**src/rtl/arc4_pkg.sv**
```systemverilog
// arc4_pkg: shared definitions for the ARC4 datapath blocks (KSA, PRGA,
// key crack). Holds the key-scheduling state encoding and the S-box and
// key size limits.
package arc4_pkg;

  localparam int S_SIZE        = 256;
  localparam int MAX_KEY_BYTES = 32;

  typedef enum logic [3:0] {
    KSA_IDLE,
    KSA_INIT,
    KSA_RD_I,
    KSA_WAIT_I,
    KSA_CAP_I,
    KSA_RD_J,
    KSA_WAIT_J,
    KSA_CAP_J,
    KSA_WR_I,
    KSA_WR_J
  } ksa_state_t;

endpackage

```
**src/rtl/arc4_key_sel.sv**
```systemverilog
// arc4_key_sel: combinational key-byte mux.
//   i_key  : packed key, byte 0 in the most significant byte
//   i_idx  : key byte index (wrapping counter, 0..KEY_BYTES-1)
//   o_byte : selected key byte
module arc4_key_sel
  import arc4_pkg::*;
#(
  parameter int KEY_BYTES = 3
) (
  input  logic [8*KEY_BYTES-1:0] i_key,
  input  logic [4:0]             i_idx,
  output logic [7:0]             o_byte
);

  // Compare-and-select rather than a variable part-select: the index only
  // ever walks 0..KEY_BYTES-1, and out-of-range values yield zero.
  always_comb begin
    o_byte = '0;
    for (int k = 0; k < KEY_BYTES && k < MAX_KEY_BYTES; k++) begin
      if (i_idx == k[4:0]) o_byte = i_key[8*(KEY_BYTES-k)-1 -: 8];
    end
  end

endmodule

```
**src/rtl/ksa_param.sv**
```systemverilog
// ksa_param: parametrised RC4 key-scheduling engine. Owns the S memory port
// while busy; optionally fills S[i]=i, then runs the KSA permutation.
//   clk, rst_n : clock, async active-low reset
//   en / rdy   : start request / idle-and-ready
//   key        : key, byte 0 = MSB byte, captured on acceptance
//   addr       : S memory address
//   rddata     : S read data, valid RD_LAT cycles after addr
//   wrdata     : S write data
//   wren       : write strobe
// All outputs are registered: the next-state logic also computes the value
// each output must carry in the following cycle.
module ksa_param
  import arc4_pkg::*;
#(
  parameter int KEY_BYTES = 3,
  parameter int RD_LAT    = 1,
  parameter int INIT_S    = 1
) (
  input  logic                   clk,
  input  logic                   rst_n,
  input  logic                   en,
  output logic                   rdy,
  input  logic [8*KEY_BYTES-1:0] key,
  output logic [7:0]             addr,
  input  logic [7:0]             rddata,
  output logic [7:0]             wrdata,
  output logic                   wren
);

  localparam logic [7:0] I_LAST = 8'(S_SIZE - 1);
  localparam logic [4:0] K_LAST = 5'(KEY_BYTES - 1);

  ksa_state_t             r_state, w_state_nxt;
  logic [8*KEY_BYTES-1:0] r_key_q, w_key_q_nxt;
  logic [7:0]             r_i, w_i_nxt;
  logic [7:0]             r_j, w_j_nxt;
  logic [7:0]             r_si, w_si_nxt;
  logic [4:0]             r_kidx, w_kidx_nxt;
  logic                   r_rdy, w_rdy_nxt;
  logic [7:0]             r_addr, w_addr_nxt;
  logic [7:0]             r_wrdata, w_wrdata_nxt;
  logic                   r_wren, w_wren_nxt;

  logic [7:0] w_kbyte;
  logic [7:0] w_i_inc;
  logic [4:0] w_kidx_inc;
  logic [7:0] w_j_cap;

  arc4_key_sel #(.KEY_BYTES(KEY_BYTES)) u_key_sel (
    .i_key  (r_key_q),
    .i_idx  (r_kidx),
    .o_byte (w_kbyte)
  );

  assign w_i_inc    = r_i + 8'd1;
  // Key index tracks i mod KEY_BYTES without a divider.
  assign w_kidx_inc = (r_kidx == K_LAST) ? 5'd0 : r_kidx + 5'd1;
  assign w_j_cap    = r_j + rddata + w_kbyte;

  always_comb begin
    w_state_nxt  = r_state;
    w_key_q_nxt  = r_key_q;
    w_i_nxt      = r_i;
    w_j_nxt      = r_j;
    w_si_nxt     = r_si;
    w_kidx_nxt   = r_kidx;
    w_rdy_nxt    = 1'b0;
    w_addr_nxt   = r_addr;
    w_wrdata_nxt = r_wrdata;
    w_wren_nxt   = 1'b0;
    case (r_state)
      KSA_IDLE: begin
        w_rdy_nxt = 1'b1;
        if (en) begin
          w_key_q_nxt = key;
          w_i_nxt     = '0;
          w_j_nxt     = '0;
          w_kidx_nxt  = '0;
          w_rdy_nxt   = 1'b0;
          w_addr_nxt  = '0;
          if (INIT_S != 0) begin
            w_state_nxt  = KSA_INIT;
            w_wrdata_nxt = '0;
            w_wren_nxt   = 1'b1;
          end else begin
            w_state_nxt = KSA_RD_I;
          end
        end
      end
      KSA_INIT: begin
        if (r_i == I_LAST) begin
          w_i_nxt     = '0;
          w_addr_nxt  = '0;
          w_state_nxt = KSA_RD_I;
        end else begin
          w_i_nxt      = w_i_inc;
          w_addr_nxt   = w_i_inc;
          w_wrdata_nxt = w_i_inc;
          w_wren_nxt   = 1'b1;
        end
      end
      KSA_RD_I:   w_state_nxt = (RD_LAT > 1) ? KSA_WAIT_I : KSA_CAP_I;
      KSA_WAIT_I: w_state_nxt = KSA_CAP_I;
      KSA_CAP_I: begin
        w_si_nxt    = rddata;
        w_j_nxt     = w_j_cap;
        w_addr_nxt  = w_j_cap;
        w_state_nxt = KSA_RD_J;
      end
      KSA_RD_J:   w_state_nxt = (RD_LAT > 1) ? KSA_WAIT_J : KSA_CAP_J;
      KSA_WAIT_J: w_state_nxt = KSA_CAP_J;
      KSA_CAP_J: begin
        // S[j] goes straight into the write-data register, which then acts
        // as the sj holding register for the WR_I cycle.
        w_addr_nxt   = r_i;
        w_wrdata_nxt = rddata;
        w_wren_nxt   = 1'b1;
        w_state_nxt  = KSA_WR_I;
      end
      KSA_WR_I: begin
        w_addr_nxt   = r_j;
        w_wrdata_nxt = r_si;
        w_wren_nxt   = 1'b1;
        w_state_nxt  = KSA_WR_J;
      end
      KSA_WR_J: begin
        w_i_nxt    = w_i_inc;
        w_kidx_nxt = w_kidx_inc;
        if (r_i == I_LAST) begin
          w_rdy_nxt   = 1'b1;
          w_state_nxt = KSA_IDLE;
        end else begin
          w_addr_nxt  = w_i_inc;
          w_state_nxt = KSA_RD_I;
        end
      end
      default: begin
        w_rdy_nxt   = 1'b1;
        w_state_nxt = KSA_IDLE;
      end
    endcase
  end

  always_ff @(posedge clk or negedge rst_n) begin
    if (!rst_n) begin
      r_state  <= KSA_IDLE;
      r_key_q  <= '0;
      r_i      <= '0;
      r_j      <= '0;
      r_si     <= '0;
      r_kidx   <= '0;
      r_rdy    <= 1'b1;
      r_addr   <= '0;
      r_wrdata <= '0;
      r_wren   <= 1'b0;
    end else begin
      r_state  <= w_state_nxt;
      r_key_q  <= w_key_q_nxt;
      r_i      <= w_i_nxt;
      r_j      <= w_j_nxt;
      r_si     <= w_si_nxt;
      r_kidx   <= w_kidx_nxt;
      r_rdy    <= w_rdy_nxt;
      r_addr   <= w_addr_nxt;
      r_wrdata <= w_wrdata_nxt;
      r_wren   <= w_wren_nxt;
    end
  end

  assign rdy    = r_rdy;
  assign addr   = r_addr;
  assign wrdata = r_wrdata;
  assign wren   = r_wren;

endmodule
```
**config.mk**
```make
export PLATFORM = sky130hd
export DESIGN_NAME = ksa_param
export DESIGN_NICKNAME = d
export VERILOG_FILES = /design/src/rtl/arc4_pkg.sv /design/src/rtl/arc4_key_sel.sv /design/src/rtl/ksa_param.sv
export SDC_FILE = /design/constraint.sdc
export NUM_CORES = 1
export LEC_CHECK = 0
export ABC_CLOCK_PERIOD_IN_PS = 4700
export BUFFER_PORTS_ARGS = -buffer_cell sky130_fd_sc_hd__buf_4
export CAP_MARGIN = 10
export CORE_UTILIZATION = 35
export DETAILED_ROUTE_END_ITERATION = 16
export PLACE_DENSITY = 0.56
export SLEW_MARGIN = 20
export SYNTH_ARGS = -nofsm -noshare
export SYNTH_HDL_FRONTEND = slang
export SYNTH_HIERARCHICAL = 1
export SYNTH_SLANG_ARGS = --single-unit
```
**constraint.sdc**
```tcl
create_clock -name clk -period 4.7 [get_ports clk]
set_input_delay 0.94 -clock clk [delete_from_list [all_inputs] [get_ports clk]]
set_output_delay 0.94 -clock clk [all_outputs]
set_load 0.03 [all_outputs]
```
==> flow_summary.yaml, run 1 <==
clock_network:
  cts_setup_buffers: 0
  ctsResizeCount: 0
  cts_tree: "done"
  cts_root_buf: "clkbuf_16"
  clk_pin_slew_worst_paths_ps: 60
  hold_buffers: 0
  cts_buffers: 9
  clockBufferDepth: 2
  cts_htree_levels: 3
  clock_sinks: 75
  insertion_delay_ps: 340
grt:
  overflow: 0
  grt_max_degree: 76
  antenna_found_initial: 0
  grt_usage_pct: 17.8
  grt_first_pass_wirelength_microns: 17000
  grt_pass1_vias: 3183
outcome:
  status: "finished, final reports clean"
place:
  portBuffers: 52
  routabilityCongestion: 0.821
  placed_area_sq_um: 4560
  pre_cts_ws_ps: 1110
  dp_hpwl_microns: 7520
worst_setup_path:
  worstPathRequired_ps: 4960
  worstSetupEndpoint: "addr[7]$_DFFE_PN0P_"
  crit_arrival_ps: 3900
  crit_start: "r_kidx[3]$_DFFE_PN0P_"
  start_kind: "register"
  regToRegStartpoint: "r_kidx[3]$_DFFE_PN0P_"
  r2r_cells: 13
  crit_type: "reg -> reg"
  ff2ff_setup_slack_ps: 1060
  timing.rr.end: "addr[7]$_DFFE_PN0P_"
  crit_fanout: 8
  endpoint_kind: "register"
power:
  vdd_drop_max_mv: 0.137
  power_leakage_nw: 2.34
  power_density_nw_per_um2: 281
logic_synthesis:
  synthesis.nets: 501
  synthAdderAreaFrac_pct: 6.62
  ys.flop_type: "dfrtp_1"
  syn_avg_cell_area_sq_um: 9.18
  async_reset_ff_share_pct: 100
  synth-simple-area-share_pct: 21.4
  ys_ff_latch: 75
  ys_seq_area_share_pct: 45.6
  yosys_warnings: 6
  synth_top_family_by_area: "simple AND/OR/NAND/NOR gates"
  synth-compound-area-share_pct: 17.3
  synth_xor_area_share_pct: 2.98
  synth_cell_types: 59
  syn_area_sq_um: 4120
  syn_inst: 449
  muxShareOfSynthArea_pct: 1.94
  synth_edf_count: 0
timing:
  max_clock_freq_mhz: 275
  setup_tns_ps: 0
  worst_slew_pin_slew_ps: 971
  skew_ps: 11.5
  final-max-slew-violation-count: 0
  finalSetupViolCount: 0
  hold_violations: 0
  fin_ws_ps: 1060
  finalCritPeriodShare_pct: 77.4
  rsz0062_at_grt: "false"
  post-route-min-period_ps: 3640
  max-slew-margin-rel_pct: 35.2
floorplan:
  rows: 39
  initial_core_util_pct: 35.9
  dieArea_sq_um: 12200
  core_sq_um: 11500
  die_h_microns: 111
  die_w_microns: 111
  io_pins: 53
routing:
  route.detailed.drc: 0
  final_antenna_net_count: 0
  wirelength_microns: 10600
  vias: 3424
  via_per_inst: 5.38
  drt_first_pass_iters: 5
  drt-initial-drc-count: 272
  wl_per_cell_microns: 16.7
cells_and_area:
  fillCellCount: 1135
  final_util_pct: 42.2
  syn_to_final_growth_pct: 17.4
  drive_above_1_share_pct: 16.6
  final_cell_mix: "nand2_1, dfrtp_1, buf_4, o21ai_0, a21oi_1"
  fin_nets: 540
  fin_area_sq_um: 4840
  layout_commonest_cell: "nand2_1"
  antenna_cells: 0
job:
  cap_violations: 0
worst_hold_path:
  min_path_type: "reg -> reg"
-- where the power goes --
part | switching [mW] | total (mW) | internal [mW]
Sequential | 0.000787 | 0.647 | 0.646
Clock | 0.290 | 0.651 | 0.361
Combinational | 0.0341 | 0.0639 | 0.0298
-- synth_stat cells, types with 2 or more instances --
master | instances | area, sq um
a211oi_1 | 3 | 22.5
a21o_1 | 5 | 37.5
a21oi_1 | 21 | 105
a221o_1 | 3 | 30.0
a221oi_1 | 6 | 52.6
a222oi_1 | 4 | 40.0
a22o_1 | 8 | 70.1
and2_1 | 2 | 12.5
and3_1 | 2 | 12.5
buf_1 | 2 | 7.51
buf_2 | 11 | 55.1
buf_4 | 3 | 22.5
buf_6 | 3 | 33.8
clkbuf_1 | 5 | 18.8
dfrtp_1 | 74 | 1850
fa_1 | 8 | 160
ha_1 | 9 | 113
inv_1 | 9 | 33.8
mux2i_1 | 8 | 80.1
nand2_1 | 135 | 507
nand2b_1 | 6 | 37.5
nand3_1 | 9 | 45.0
nand4_1 | 2 | 12.5
nor2_1 | 19 | 71.3
nor2b_1 | 3 | 18.8
nor3_1 | 6 | 30.0
o21ai_0 | 23 | 115
o21ai_1 | 2 | 10.0
o21bai_1 | 2 | 15.0
o22ai_1 | 2 | 12.5
o31ai_1 | 5 | 37.5
o32ai_1 | 9 | 78.8
or2_2 | 2 | 12.5
xnor2_1 | 6 | 52.6
xor2_1 | 8 | 70.1
-- area by class of cell --
type | count | area [sq um] | share of cell area, %
Tap cell | 143 | 179 | 3.70
Inverter | 9 | 33.8 | 0.698
Clock buffer | 9 | 225 | 4.65
Sequential cell | 75 | 1880 | 38.8
Clock inverter | 7 | 52.6 | 1.09
Timing Repair Buffer | 52 | 390 | 8.07
Multi-Input combinational cell | 341 | 2080 | 43.0
-- how the worst min path moves through the flow --
stage / from / to / slack (ps) / cells after the start
after floorplan: r_key_q[16]$_DFFE_PN0P_ / r_key_q[16]$_DFFE_PN0P_ / 440 / 2
after global placement: wrdata[4]$_DFFE_PN0P_ / wrdata[4]$_DFFE_PN0P_ / 460 / 2
after detailed placement: r_key_q[22]$_DFFE_PN0P_ / r_key_q[22]$_DFFE_PN0P_ / 460 / 2
after CTS: wrdata[4]$_DFFE_PN0P_ / wrdata[4]$_DFFE_PN0P_ / 480 / 2
after global routing: r_key_q[22]$_DFFE_PN0P_ / r_key_q[22]$_DFFE_PN0P_ / 490 / 2
final: wrdata[4]$_DFFE_PN0P_ / wrdata[4]$_DFFE_PN0P_ / 470 / 2
-- registers in the layout, summed over array words and instances, names as in the netlist, 4 cells and up --
name and flops:
r_kidx 5, r_state 4, addr 8, r_i 8, wrdata 8, r_j 8
r_si 8, r_key_q 24
-- critical path: stages, from the launching register on --
cell and delay, ps:
dfrtp_1 440, or3_1 500, o32ai_1 350, inv_1 100, fa_1 480, inv_1 40
ha_1 220, fa_1 420, a211oi_1 310, o21bai_1 110, a21oi_1 180, xnor2_1 180
a21oi_2 80, o21ai_1 150
-- metal layers --
| layer | share of wire, % | vias up | global-route usage [%] |
|---|---|---|---|
| li1 | - | 1647 | - |
| met1 | 51 | 1670 | 26.7 |
| met2 | 42 | 93 | 25.3 |
| met3 | 4.8 | 14 | 3.57 |
| met4 | 1.7 | 0 | 6.04 |
| met5 | 0 | - | 0 |
-- metrics by stage --
stage | cells | total power, mW | hold slack (ps)
2_1_floorplan | 449 | 0.680 | 445
3_3_place_gp | 620 | 0.723 | 457
3_5_place_dp | 620 | 0.724 | 462
4_1_cts | 636 | 1.38 | 476
5_1_grt | 636 | 1.41 | 495
6_report | 636 | 1.36 | 472
-- logic make-up (layout without fill, tap and decap cells) --
| family | after synthesis | count (layout) |
|---|---|---|
| AOI/OAI and AO/OA | 103 | 103 |
| muxes | 8 | 8 |
| xor gates and xnor gates | 14 | 14 |
| buffers and inverters | 33 | 77 |
| adders and majority gates | 17 | 17 |
| DFF | 75 | 75 |
| and+or+nand+nor | 199 | 199 |
Power figures use the tool's default switching activity.
==> inputs of run 2 (changes only) <==
--- a/config.mk
+++ b/config.mk
@@ -5,7 +5,8 @@
 export SDC_FILE = /design/constraint.sdc
 export NUM_CORES = 1
 export LEC_CHECK = 0
-export ABC_CLOCK_PERIOD_IN_PS = 4700
+export ABC_AREA = 1
+export ABC_CLOCK_PERIOD_IN_PS = 3500
 export BUFFER_PORTS_ARGS = -buffer_cell sky130_fd_sc_hd__buf_4
 export CAP_MARGIN = 10
 export CORE_UTILIZATION = 35
==> constraint.sdc (replaced) <==
create_clock -name clk -period 3.5 [get_ports clk]
set_input_delay 0.7 -clock clk [delete_from_list [all_inputs] [get_ports clk]]
set_output_delay 0.7 -clock clk [all_outputs]
set_load 0.03 [all_outputs]
==> run 2 against run 1 <==
  * Sequential cell count unchanged
  * Clock power increased by 49%
  * Clock-buffer cell count increased by 2
  * Die area increased by 3.4%
  * Sequential share of layout area decreased by 1.6 points
  * Non-clock buffer count unchanged
  * Hold slack got worse by 7.6 ps
  * Sequential power increased by 150%
==> flow_summary.yaml, run 2 <==
worst_setup_path:
  timing.rr.end: "addr[7]$_DFFE_PN0P_"
  endpoint_kind: "register"
  critPathMostFrequentCell: "nand2_1"
  crit_family: "adder cells"
  regToRegStartpoint: "r_kidx[2]$_DFFE_PN0P_"
  worstPathRequired_ps: 3740
  path_cells: "nor2_4 > nand4_1 > nand3_1 > inv_1 > fa_1 > inv_1 > ha_1 > fa_1 > inv_1 > nor3_1 > nor2_1 > nand2_1 > nand3_1 > nand2_1 > nand2_1 > nand2_1"
  ff2ff_setup_slack_ps: 490
  worst-path-stages: 16
  crit_start: "r_kidx[2]$_DFFE_PN0P_"
  crit_arrival_ps: 3250
  crit_fanout: 24
  critPathSlowestCell: "fa_1"
  crit_type: "reg -> reg"
  critPathMaxStageDelay_ps: 470
  start_kind: "register"
  r2r_cells: 16
  cp_num_buf_inv: 3
  worstSetupEndpoint: "addr[7]$_DFFE_PN0P_"
cells_and_area:
  fillCellCount: 1205
  fin_nets: 639
  fin_cells: 735
  layout_commonest_cell: "nand2_1"
  syn_to_final_growth_pct: 18.3
  final_util_pct: 43.3
  final_cell_mix: "nand2_1, dfrtp_1, inv_1, buf_4, nand3_1"
  regMostFlops: "r_key_q"
  largest_reg_flops: 24
  antenna_cells: 0
  drive_above_1_share_pct: 15.9
logic_synthesis:
  synth.top_cell.area_share_pct: 43.4
  synth-compound-area-share_pct: 8.13
  ys_seq_area_share_pct: 44.0
  ys_ff_latch: 75
  synth-simple-area-share_pct: 32.0
  syn_inst: 538
  yosys_warnings: 6
  synth_xor_area_share_pct: 1.44
  async_reset_ff_share_pct: 100
  synth_top_family_by_area: "simple AND/OR/NAND/NOR gates"
  synth.area.top_cells: "dfrtp_1, nand2_1, inv_1, nand4_1, nand3_1"
  synthMostInstantiatedCell: "nand2_1"
  synth_edf_count: 0
  ys.flop_type: "dfrtp_1"
  synthTopCellsByCount: "nand2_1, dfrtp_1, inv_1, nand3_1, nand4_1"
  syn_avg_cell_area_sq_um: 7.93
  synthesis.nets: 590
  synthAdderAreaFrac_pct: 6.40
  synth_cell_types: 34
  synth_top_cell_by_area: "dfrtp_1"
  syn_area_sq_um: 4260
  muxShareOfSynthArea_pct: 0
clock_network:
  insertion_delay_ps: 350
  cts_root_buf: "clkbuf_16"
  hold_buffers: 0
  clock_sinks: 75
  clockBufferDepth: 2
  cts_buffers: 9
  ctsResizeCount: 0
  cts_htree_levels: 3
  cts_tree: "done"
  clk_pin_slew_worst_paths_ps: 60
  cts_setup_buffers: 0
timing:
  skew_ps: 11.3
  final-max-slew-violation-count: 0
  max_clock_freq_mhz: 333
  hold_violations: 0
  post-route-min-period_ps: 3010
  finalSetupViolCount: 0
  holdWs_ps: 465
  setup_tns_ps: 0
  worst_slew_pin_slew_ps: 968
  max-slew-margin-rel_pct: 35.5
  rsz0062_at_grt: "false"
  finalCritPeriodShare_pct: 85.9
floorplan:
  rows: 39
  io_pins: 53
  die_h_microns: 112
  core_sq_um: 11700
  die_w_microns: 112
  initial_core_util_pct: 36.6
  dieArea_sq_um: 12600
power:
  power_leakage_nw: 2.61
  vdd_drop_max_mv: 0.429
  fin_total_pwr_mw: 5.45
  power_density_nw_per_um2: 1080
routing:
  final_antenna_net_count: 0
  via_per_inst: 4.96
  drt-initial-drc-count: 176
  vias: 3645
  wl_per_cell_microns: 14.8
  route.detailed.drc: 0
  wirelength_microns: 10900
  drt_first_pass_iters: 5
outcome:
  status: "finished, final reports clean"
grt:
  grt_usage_pct: 19.3
  grt_first_pass_wirelength_microns: 18500
  grt_max_degree: 76
  overflow: 0
  grt_pass1_vias: 3537
  antenna_found_initial: 0
place:
  routabilityCongestion: 0.834
  place_inst: 719
  portBuffers: 52
  dp_hpwl_microns: 8190
worst_hold_path:
  min_path_type: "in -> async"
job:
  cap_violations: 0
==> run 2: report_power, final <==
part,internal [mW],switching (mW),leakage (nW),total (mW)
sequential,1.25,0.346,0.967,1.60
combinational,1.01,1.87,1.50,2.88
clock,0.592,0.379,0.148,0.971
==> run 2: metal layers <==
metal  vias up  track usage, %  routed length, microns
met1      1682            25.3                    5090
met3        21            4.54                     546
li1       1850               -                       -
met5         -               0                       0
met2        92            30.3                    4980
met4         0            9.24                     289
==> run 2: worst min path at each step <==
| stage | start | endpoint | slack, ps |
|---|---|---|---|
| after floorplan | rst_n | addr[0]$_DFFE_PN0P_ | 400 |
| after global placement | r_si[2]$_DFFE_PN0P_ | r_si[2]$_DFFE_PN0P_ | 470 |
| after detailed placement | r_key_q[20]$_DFFE_PN0P_ | r_key_q[20]$_DFFE_PN0P_ | 470 |
| after CTS | r_key_q[20]$_DFFE_PN0P_ | r_key_q[20]$_DFFE_PN0P_ | 480 |
| after global routing | r_si[2]$_DFFE_PN0P_ | r_si[2]$_DFFE_PN0P_ | 500 |
| final | rst_n | r_state[2]$_DFFE_PN0P_ | 460 |
==> run 2: cell type report <==
cell class | instances | area (sq um) | share of cell area, %
multi-input cells | 385 | 2040 | 40.5
flip-flops and latches | 75 | 1880 | 37.2
repair buffers | 52 | 390 | 7.74
clock buffers | 11 | 253 | 5.01
inverters | 64 | 243 | 4.81
well taps | 143 | 179 | 3.55
clock inverters | 5 | 58.8 | 1.17
==> run 2: cells by family (layout without fill, tap and decap cells) <==
kind of cell	after synthesis	after routing
buffers and inverters	78	132
AO/OA/AOI/OAI	59	59
adder cells (fa/ha/maj)	17	17
flip-flops	75	75
AND/OR/NAND/NOR	302	302
XOR/XNOR	7	7
==> run 2: through the flow <==
stage          setup WS [ps]  area [sq um]
2_1_floorplan            844          4260
3_3_place_gp             582          4730
3_5_place_dp             508          4730
4_1_cts                  506          5050
5_1_grt                  239          5050
6_report                 494          5050
==> inputs of run 3 (changes only) <==
--- a/config.mk
+++ b/config.mk
@@ -5,7 +5,6 @@
 export SDC_FILE = /design/constraint.sdc
 export NUM_CORES = 1
 export LEC_CHECK = 0
-export ABC_AREA = 1
 export ABC_CLOCK_PERIOD_IN_PS = 3500
 export BUFFER_PORTS_ARGS = -buffer_cell sky130_fd_sc_hd__buf_4
 export CAP_MARGIN = 10
==> run 3 against run 2 <==
  * Critical path depth down 3
  * Global-route usage decreased by 0.59 points
  * Largest cell class unchanged
  * Sequential power down 46%
  * Via count shrank 6.4%
  * Sequential share of layout area up 0.63 points
  * Clock-buffer cell count stayed put
  * Sequential cell count did not move
==> flow_summary.yaml, run 3 (synthesis results as in run 1) <==
power:
  power_density_nw_per_um2: 383
  power_leakage_nw: 2.40
  vdd_drop_max_mv: 0.191
  fin_total_pwr_mw: 1.90
timing:
  max_clock_freq_mhz: 303
  fin_ws_ps: 202
  final-max-slew-violation-count: 0
  rsz0062_at_grt: "false"
  setup_tns_ps: 0
  hold_violations: 0
  post-route-min-period_ps: 3300
  worst_slew_pin_slew_ps: 967
  max-slew-margin-rel_pct: 35.6
  skew_ps: 4.02
  finalCritPeriodShare_pct: 94.2
  finalSetupViolCount: 0
  holdWs_ps: 472
cells_and_area:
  largest_reg_flops: 24
  fin_area_sq_um: 4960
  fin_nets: 551
  fin_cells: 646
  drive_above_1_share_pct: 18.7
  final_util_pct: 43.3
  antenna_cells: 0
  multi_input_area_sq_um: 2100
  register_area_sq_um: 1880
  final_cell_mix: "nand2_1, dfrtp_1, buf_4, o21ai_0, a21oi_1"
  fillCellCount: 1115
  syn_to_final_growth_pct: 20.5
  layout_commonest_cell: "nand2_1"
  regMostFlops: "r_key_q"
grt:
  grt_usage_pct: 18.7
  antenna_found_initial: 0
  grt_first_pass_wirelength_microns: 17900
  overflow: 0
  grt_max_degree: 76
  grt_pass1_vias: 3402
clock_network:
  clockBufferDepth: 2
  clock_sinks: 75
  cts_setup_buffers: 0
  cts_buffers: 9
  insertion_delay_ps: 340
  clk_pin_slew_worst_paths_ps: 60
  cts_tree: "done"
  cts_htree_levels: 3
  cts_root_buf: "clkbuf_16"
routing:
  via_per_inst: 5.28
  vias: 3410
  route.detailed.drc: 0
  final_antenna_net_count: 0
  wl_per_cell_microns: 16.7
  drt_first_pass_iters: 4
  drt-initial-drc-count: 228
  wirelength_microns: 10800
worst_setup_path:
  crit_arrival_ps: 3560
  timing.rr.end: "addr[7]$_DFFE_PN0P_"
  worstPathRequired_ps: 3760
  crit_type: "reg -> reg"
  regToRegStartpoint: "r_kidx[4]$_DFFE_PN0P_"
  r2r_cells: 13
  endpoint_kind: "register"
  ff2ff_setup_slack_ps: 200
  crit_fanout: 5
  start_kind: "register"
floorplan:
  die_h_microns: 111
  die_w_microns: 111
  io_pins: 53
  dieArea_sq_um: 12200
  rows: 39
  initial_core_util_pct: 35.9
  core_sq_um: 11500
place:
  placed_area_sq_um: 4640
  pre_cts_ws_ps: 86.2
  portBuffers: 52
  dp_hpwl_microns: 7620
  routabilityCongestion: 0.859
  place_inst: 631
job:
  cap_violations: 0
worst_hold_path:
  min_path_type: "reg -> reg"
  min-delay-start: "r_key_q[17]$_DFFE_PN0P_"
  min_to: "r_key_q[17]$_DFFE_PN0P_"
  holdPathStages: 2
outcome:
  status: "finished, final reports clean"
-- run 3: cell count changes in the layout (fill, tap and decap cells not counted), moves of 7 or more --
cell	before	now
nand2_1	196	135
nand4_1	28	2
inv_1	60	9
a21oi_1	8	21
buf_4	52	63
a22o_1	0	8
mux2i_1	0	8
o32ai_1	0	7
nand3_1	34	9
o22ai_1	16	2
-- run 3: worst max-delay path by stage --
stage,from,endpoint,slack [ps],depth (start not counted)
after global routing,r_kidx[4]$_DFFE_PN0P_,addr[7]$_DFFE_PN0P_,20,13
after floorplan,r_kidx[1]$_DFFE_PN0P_,r_j[7]$_DFFE_PN0P_,5,14
after detailed placement,r_kidx[3]$_DFFE_PN0P_,addr[7]$_DFFE_PN0P_,90,13
after CTS,r_kidx[3]$_DFFE_PN0P_,addr[7]$_DFFE_PN0P_,60,13
final,r_kidx[4]$_DFFE_PN0P_,addr[7]$_DFFE_PN0P_,200,13
after global placement,r_kidx[3]$_DFFE_PN0P_,r_j[7]$_DFFE_PN0P_,130,12
-- run 3: cell type report --
| cell class | count | area share [%] |
|---|---|---|
| Inverter | 9 | 0.680 |
| Tap cell | 143 | 3.60 |
| Clock inverter | 4 | 1.01 |
| Multi-Input combinational cell | 341 | 42.2 |
| Timing Repair Buffer | 63 | 9.53 |
| Clock buffer | 11 | 5.09 |
| Sequential cell | 75 | 37.9 |
-- run 3: what timing repair did --
item / CTS / global route
hold buffers: 0 / 0
resized for setup: 0 / 5
endpoints found under the setup margin: 0 / 3
-- run 3: power breakdown --
part	internal, mW	switching, mW	leakage [nW]	total (mW)
Clock	0.585	0.360	0.144	0.946
Combinational	0.0417	0.0467	1.34	0.0884
Sequential	0.868	0.00100	0.924	0.869
-- run 3: routing by layer --
metal / share of wire [%] / routed length (microns) / global-route usage [%] / vias up
met5: 0 / 0 / 0 / -
met4: 1.6 / 174 / 7.29 / 0
met3: 5.1 / 546 / 4.12 / 11
met2: 44 / 4750 / 27.4 / 84
met1: 49 / 5310 / 26.9 / 1651
li1: - / - / - / 1664
-- run 3: critical path, cell delays in order, from the launching register on --
cell and delay [ps]:
dfrtp_1 420, or3_1 420, o32ai_2 260, inv_1 80
fa_1 480, inv_1 40, ha_1 220, fa_1 400
a211oi_2 240, o21bai_1 100, a21oi_1 170, xnor2_1 190
a21oi_2 90, o21ai_1 120
